--- src/rtl/lcd_seq.sv ---
// lcd_seq: HD44780-style LCD bus sequencer with a 4-entry command FIFO.
// Each command is driven on the bus through four phases: SETUP (EN low),
// PULSE (EN high), HOLD (EN low), and EXEC (wait for the LCD to finish).
// Optional build macro LCD_INIT_EN adds two things:
//   - a power-up wait, and
//   - a built-in init sequence (0x38, 0x0C, 0x01, 0x06) that runs before
//     any queued command is served.
module lcd_seq #(
    parameter int T_SETUP     = 4,
    parameter int T_PULSE     = 12,
    parameter int T_HOLD      = 4,
    parameter int T_EXEC      = 2500,
    parameter int T_EXEC_LONG = 100000,
    parameter int T_POWERUP   = 2000000
) (
    input  logic        clk_i,
    input  logic        rst_i,
    input  logic        cmd_valid_i,
    input  logic        cmd_rs_i,
    input  logic [7:0]  cmd_data_i,
    output logic        cmd_ready_o,
    output logic        busy_o,
    output logic [11:0] o_io_lcd
);

    // Size the shared down-counter for the largest wait, but never below 20 bits.
    localparam int MAX_AB = (T_SETUP > T_PULSE) ? T_SETUP : T_PULSE;
    localparam int MAX_CD = (T_HOLD > T_EXEC) ? T_HOLD : T_EXEC;
    localparam int MAX_EF = (T_EXEC_LONG > T_POWERUP) ? T_EXEC_LONG : T_POWERUP;
    localparam int MAX_AD = (MAX_AB > MAX_CD) ? MAX_AB : MAX_CD;
    localparam int MAXP   = (MAX_AD > MAX_EF) ? MAX_AD : MAX_EF;
    localparam int CW_RAW = $clog2(MAXP + 1);
    localparam int CW     = (CW_RAW > 20) ? CW_RAW : 20;

    // The counter runs from N-1 down to 0, so a phase lasts N cycles.
    // A parameter value of 0 is treated as 1.
    function automatic logic [CW-1:0] loadVal(input int p);
        if (p <= 1) begin
            return '0;
        end
        return CW'(p - 1);
    endfunction

    localparam logic [CW-1:0] SETUP_LOAD = loadVal(T_SETUP);
    localparam logic [CW-1:0] PULSE_LOAD = loadVal(T_PULSE);
    localparam logic [CW-1:0] HOLD_LOAD  = loadVal(T_HOLD);
    localparam logic [CW-1:0] EXEC_LOAD  = loadVal(T_EXEC);
    localparam logic [CW-1:0] LONG_LOAD  = loadVal(T_EXEC_LONG);

    localparam logic [2:0] S_IDLE     = 3'd0;
    localparam logic [2:0] S_SETUP    = 3'd1;
    localparam logic [2:0] S_PULSE    = 3'd2;
    localparam logic [2:0] S_HOLD     = 3'd3;
    localparam logic [2:0] S_EXEC     = 3'd4;
`ifdef LCD_INIT_EN
    localparam logic [2:0] S_PWR_WAIT = 3'd5;
    localparam logic [2:0] S_INIT     = 3'd6;
    localparam logic [2:0] S_RESET    = S_PWR_WAIT;

    // PWR_WAIT spends its first cycle arming the counter, so the counter is
    // loaded two short of T_POWERUP. That keeps the total wait at exactly
    // T_POWERUP cycles.
    localparam logic [CW-1:0] PWR_LOAD = (T_POWERUP <= 2) ? '0 : CW'(T_POWERUP - 2);
`else
    localparam logic [2:0] S_RESET    = S_IDLE;
`endif

    logic [2:0]    r_state;
    logic [CW-1:0] r_cnt;
    logic          r_rs;
    logic [7:0]    r_data;

    logic [8:0]    r_mem [4];
    logic [1:0]    r_wrPtr;
    logic [1:0]    r_rdPtr;
    logic [2:0]    r_count;

    logic          w_push;
    logic          w_pop;
    logic          w_en;
    logic          w_long;
    logic [8:0]    w_head;

`ifdef LCD_INIT_EN
    logic          r_pwrArmed;
    logic [1:0]    r_initIdx;
    logic          r_initDone;
    logic [7:0]    w_initByte;

    // Fixed init table: 8-bit bus/2 lines, display on, clear, entry mode.
    always_comb begin
        w_initByte = 8'h38;
        case (r_initIdx)
            2'd0:    w_initByte = 8'h38;
            2'd1:    w_initByte = 8'h0C;
            2'd2:    w_initByte = 8'h01;
            default: w_initByte = 8'h06;
        endcase
    end
`endif

    // IDLE is only reachable once init is finished, so IDLE with a non-empty
    // FIFO is the single pop point.
    assign w_push      = cmd_valid_i && (r_count != 3'd4);
    assign w_pop       = (r_state == S_IDLE) && (r_count != 3'd0);
    assign w_head      = r_mem[r_rdPtr];
    assign w_en        = (r_state == S_PULSE);
    assign w_long      = !r_rs && ((r_data == 8'h01) || (r_data == 8'h02));
    assign cmd_ready_o = (r_count != 3'd4);
    assign busy_o      = (r_state != S_IDLE) || (r_count != 3'd0);
    assign o_io_lcd    = {1'b1, w_en, r_rs, 1'b0, r_data};

    // FIFO storage. It holds no reset because the pointers and count define validity.
    always_ff @(posedge clk_i) begin
        if (w_push) begin
            r_mem[r_wrPtr] <= {cmd_rs_i, cmd_data_i};
        end
    end

    // FIFO pointers and occupancy. A simultaneous push and pop leaves the count unchanged.
    always_ff @(posedge clk_i) begin
        if (rst_i) begin
            r_wrPtr <= 2'd0;
            r_rdPtr <= 2'd0;
            r_count <= 3'd0;
        end else begin
            if (w_push) begin
                r_wrPtr <= r_wrPtr + 2'd1;
            end
            if (w_pop) begin
                r_rdPtr <= r_rdPtr + 2'd1;
            end
            case ({w_push, w_pop})
                2'b10:   r_count <= r_count + 3'd1;
                2'b01:   r_count <= r_count - 3'd1;
                default: r_count <= r_count;
            endcase
        end
    end

    // Bus sequencer. RS/DATA are latched only when a command starts, so they
    // stay stable from SETUP through EXEC.
    always_ff @(posedge clk_i) begin
        if (rst_i) begin
            r_state    <= S_RESET;
            r_cnt      <= '0;
            r_rs       <= 1'b0;
            r_data     <= 8'h00;
`ifdef LCD_INIT_EN
            r_pwrArmed <= 1'b0;
            r_initIdx  <= 2'd0;
            r_initDone <= 1'b0;
`endif
        end else begin
            case (r_state)
`ifdef LCD_INIT_EN
                S_PWR_WAIT: begin
                    if (!r_pwrArmed) begin
                        r_pwrArmed <= 1'b1;
                        if (T_POWERUP <= 1) begin
                            r_state <= S_INIT;
                        end else begin
                            r_cnt <= PWR_LOAD;
                        end
                    end else if (r_cnt == '0) begin
                        r_state <= S_INIT;
                    end else begin
                        r_cnt <= r_cnt - CW'(1);
                    end
                end
                S_INIT: begin
                    r_rs    <= 1'b0;
                    r_data  <= w_initByte;
                    r_cnt   <= SETUP_LOAD;
                    r_state <= S_SETUP;
                end
`endif
                S_IDLE: begin
                    if (w_pop) begin
                        r_rs    <= w_head[8];
                        r_data  <= w_head[7:0];
                        r_cnt   <= SETUP_LOAD;
                        r_state <= S_SETUP;
                    end
                end
                S_SETUP: begin
                    if (r_cnt == '0) begin
                        r_cnt   <= PULSE_LOAD;
                        r_state <= S_PULSE;
                    end else begin
                        r_cnt <= r_cnt - CW'(1);
                    end
                end
                S_PULSE: begin
                    if (r_cnt == '0) begin
                        r_cnt   <= HOLD_LOAD;
                        r_state <= S_HOLD;
                    end else begin
                        r_cnt <= r_cnt - CW'(1);
                    end
                end
                S_HOLD: begin
                    if (r_cnt == '0) begin
                        r_cnt   <= w_long ? LONG_LOAD : EXEC_LOAD;
                        r_state <= S_EXEC;
                    end else begin
                        r_cnt <= r_cnt - CW'(1);
                    end
                end
                S_EXEC: begin
                    if (r_cnt == '0) begin
`ifdef LCD_INIT_EN
                        if (r_initDone) begin
                            r_state <= S_IDLE;
                        end else if (r_initIdx == 2'd3) begin
                            r_initDone <= 1'b1;
                            r_state    <= S_IDLE;
                        end else begin
                            r_initIdx <= r_initIdx + 2'd1;
                            r_state   <= S_INIT;
                        end
`else
                        r_state <= S_IDLE;
`endif
                    end else begin
                        r_cnt <= r_cnt - CW'(1);
                    end
                end
                default: begin
                    r_state <= S_IDLE;
                end
            endcase
        end
    end

endmodule

--- config.mk ---
export PLATFORM = sky130hd
export DESIGN_NAME = lcd_seq
export DESIGN_NICKNAME = d
export VERILOG_FILES = /design/src/rtl/lcd_seq.sv
export SDC_FILE = /design/constraint.sdc
export NUM_CORES = 1
export LEC_CHECK = 0
export ABC_AREA = 1
export CAP_MARGIN = 20
export CORE_UTILIZATION = 40
export CTS_CLUSTER_DIAMETER = 120
export CTS_CLUSTER_SIZE = 14
export DETAILED_ROUTE_END_ITERATION = 12
export PLACE_DENSITY = 0.66
export SLEW_MARGIN = 20
export SYNTH_ARGS = -nofsm -noshare
export SYNTH_HDL_FRONTEND = slang
export SYNTH_SLANG_ARGS = --single-unit
--- constraint.sdc ---
create_clock -name clk_i -period 6.1 [get_ports clk_i]
set_clock_uncertainty 0.1 [all_clocks]
set_input_delay 1.22 -clock clk_i [delete_from_list [all_inputs] [get_ports clk_i]]
set_output_delay 1.22 -clock clk_i [all_outputs]
set_load 0.01 [all_outputs]
==> impl_results.md <==
* Ys Warns at 0
* Final Critical Period at 3.141 ns
* DR WL/cell at 12.96 um
* Slew @ Worst Pin at 0.9220 ns
* Post-Route Setup TNS at 0 ns
* Hold buffers post-CTS at 0
* Storage element area at 1882 sq um
* Post-synth EDFFs at 36
* DIE AREA at 10050 sq um
* Slew HR at 38.30%
* CP arrival at 1.82 ns
* Status: finished, final reports clean
* Vias/cell at 4.917
* Syn_nets at 499
* H-tree depth at 3
* Initial DRC Count at 138
* PortBufs at 23
* CP bufs+invs at 3
* Area of the multi-input gates at 1664 sq um
* Vias in the first global route at 2959
* Initial antenna violation count at 0
* GR Overflow Total at 0
* Pin count of the biggest net entering global routing at 22
* Crit Path Class: register to output pin
* Nets at 515
* Prevailing post-synth register cell: dfxtp_1
* FMAX at 318.4 MHz
* Worst-path clk slew at 0.08 ns
* # resized after CTS at 0
* DR pass1 iterations at 4
* Rows at 35
* Number of fill cells in the layout at 938
* Slew Viols, Final at 0
* DIE HEIGHT at 100.3 um
* Core area at 9284 sq um
* Total number of vias at 3093
* Maxcap violations at 0
* Global Route Usage Sum at 17.57%
* Crit path cell chain: nor2_4, inv_2, nor3_1, inv_1, clkdlybuf4s50_1
* Final HPWL DP at 5.715 mm
* CP max stage delay at 0.49 ns
* Max FO, Critical Path at 5
* Yosys cell types at 35
* Commonest non-fill, non-tap cell in the layout: nor2_1
* Avg Cell Area, Syn at 8.064 sq um
* Final Setup Violations at 0
* Crit path max-delay cell type: clkdlybuf4s50_1
* Sink Count at 76
* Final worst path period share at 51.49%
* RSZ-0062 raised after global routing: false
* Critical path required time at 4.78 ns
* #FFs+latches synth at 76
* Post-CTS setup buffers at 0
* Hold Fails Final Rpt at 0
* Inserted Clock Buffers at 9
* TritonCTS clock tree: yes
* Commonest non-fill, non-tap cells in the layout: 92 x nor2_1, 80 x nand2_1, 54 x inv_1
* Latest clock arrival within the worst-skew pair at 0.37 ns
* Io pins at 26
* Post-Syn Instances at 479
* Sequential share of the synthesized area at 48.72%
* Cell Area, Synth at 3862 sq um
* Antenna viol nets, final at 0
* Global placement routability congestion at 0.8656
* Share of layout cells above drive strength 1 at 9.000%
* Post-synthesis async set-or-reset flop share at 0%
* Die W at 100.3 um
* Crit. End Element: output pin
* Final wirelength at 8.152 mm
* Worst Hold Class: register to register
* Root buffer cell: clkbuf_8
* DRC viols at 0
* CTS Buffer Depth at 2
* Ant. Diodes at 0
* Starting Density at 41.60%
* CP delay by family, top: buffers and inverters
* First-pass GRT wire length at 13.54 mm
* Area Growth Syn to Fin at 12.99%
* Worst setup SP type: register
## metal layers
metal	wire (um)	GRT usage, %	part of all wire [%]
met1	3590	20.67	44
met2	4044	30.35	50
met3	340	4.248	4.2
met4	176	7.915	2.2
met5	0	0	0
## path summary, 6_finish.rpt
kind,cells past startpoint,startpoint,slack (ns),end
setup / recovery,5,r_state[1]$_SDFFE_PP0P_,2.96,busy_o
hold / removal,1,r_cnt[0]$_SDFFE_PP0P_,0.36,r_cnt[0]$_SDFFE_PP0P_
setup reg to reg,12,r_state[1]$_SDFFE_PP0P_,3.51,r_count[2]$_SDFFE_PP0P_
hold reg to reg,1,r_cnt[0]$_SDFFE_PP0P_,0.36,r_cnt[0]$_SDFFE_PP0P_
## sequential cells by signal, summed over array words and instances, names as in the netlist
name,cells
r_mem,36
r_cnt,21
r_data,8
r_count,3
r_state,3
r_rdPtr,2
r_wrPtr,2
r_rs,1
## metrics by stage
step | hold WS [ns] | std cells | cell area, sq um | utilization (%) | setup slack [ns]
after floorplan | 0.3223 | 479 | 3862 | - | 3.491
after global placement | 0.3378 | 613 | 4148 | 44.68 | 2.935
after detailed placement | 0.3481 | 613 | 4148 | 44.68 | 2.824
after CTS | 0.3625 | 629 | 4364 | 47.01 | 2.935
after global routing | 0.4130 | 629 | 4364 | 47.01 | 2.843
final | 0.3639 | 629 | 4364 | 47.01 | 2.959
## worst register-to-register path: cells and delay by family (launching register included)
kind                     cells  cell delay [ns]
buffers and inverters        3             0.57
adder cells (fa/ha/maj)      2             0.62
AND/OR/NAND/NOR              3             0.29
AO/OA/AOI/OAI                4             0.51
flip-flops                   1             0.37
## layout make-up
class	instances	area share, %
flip-flops and latches	76	43.12
multi-input cells	329	38.13
repair buffers	23	5.275
inverters	56	4.817
well taps	129	3.698
clock buffers	9	2.838
clock inverters	7	2.122
## cells by family after synthesis
family | synth area share [%]
adder cells (fa/ha/maj) | 2.786
flip-flops | 48.72
AND/OR/NAND/NOR | 25.75
buffers and inverters | 8.195
XOR/XNOR | 1.814
AO/OA/AOI/OAI | 12.54
other | 0.1944
## Yosys cell counts, types with 2 or more instances
cell type | number | area, sq um
inv_2 | 2 | 7.510
o21ai_0 | 41 | 205.2
nand2_1 | 80 | 300.3
nand2_2 | 3 | 18.77
edfxtp_1 | 36 | 1081
clkbuf_1 | 9 | 33.78
a31oi_1 | 9 | 56.30
inv_1 | 54 | 202.7
a21oi_2 | 9 | 78.83
nand3_1 | 27 | 135.1
conb_1 | 2 | 7.510
nor2_1 | 92 | 345.3
dfxtp_1 | 40 | 800.8
xor2_1 | 5 | 43.79
nor2_2 | 7 | 43.79
nand4_1 | 5 | 31.28
xnor2_1 | 3 | 26.28
nor3_1 | 4 | 20.02
buf_4 | 5 | 37.54
nor2_4 | 3 | 33.78
nand3b_1 | 2 | 15.01
a21oi_1 | 17 | 85.08
o21bai_1 | 5 | 37.54
ha_1 | 7 | 87.58
nor3_2 | 2 | 20.02
Power is left out: the tool's default activity adds up to more than one toggle a clock period on the data nets, which glitch-free logic cannot reach.
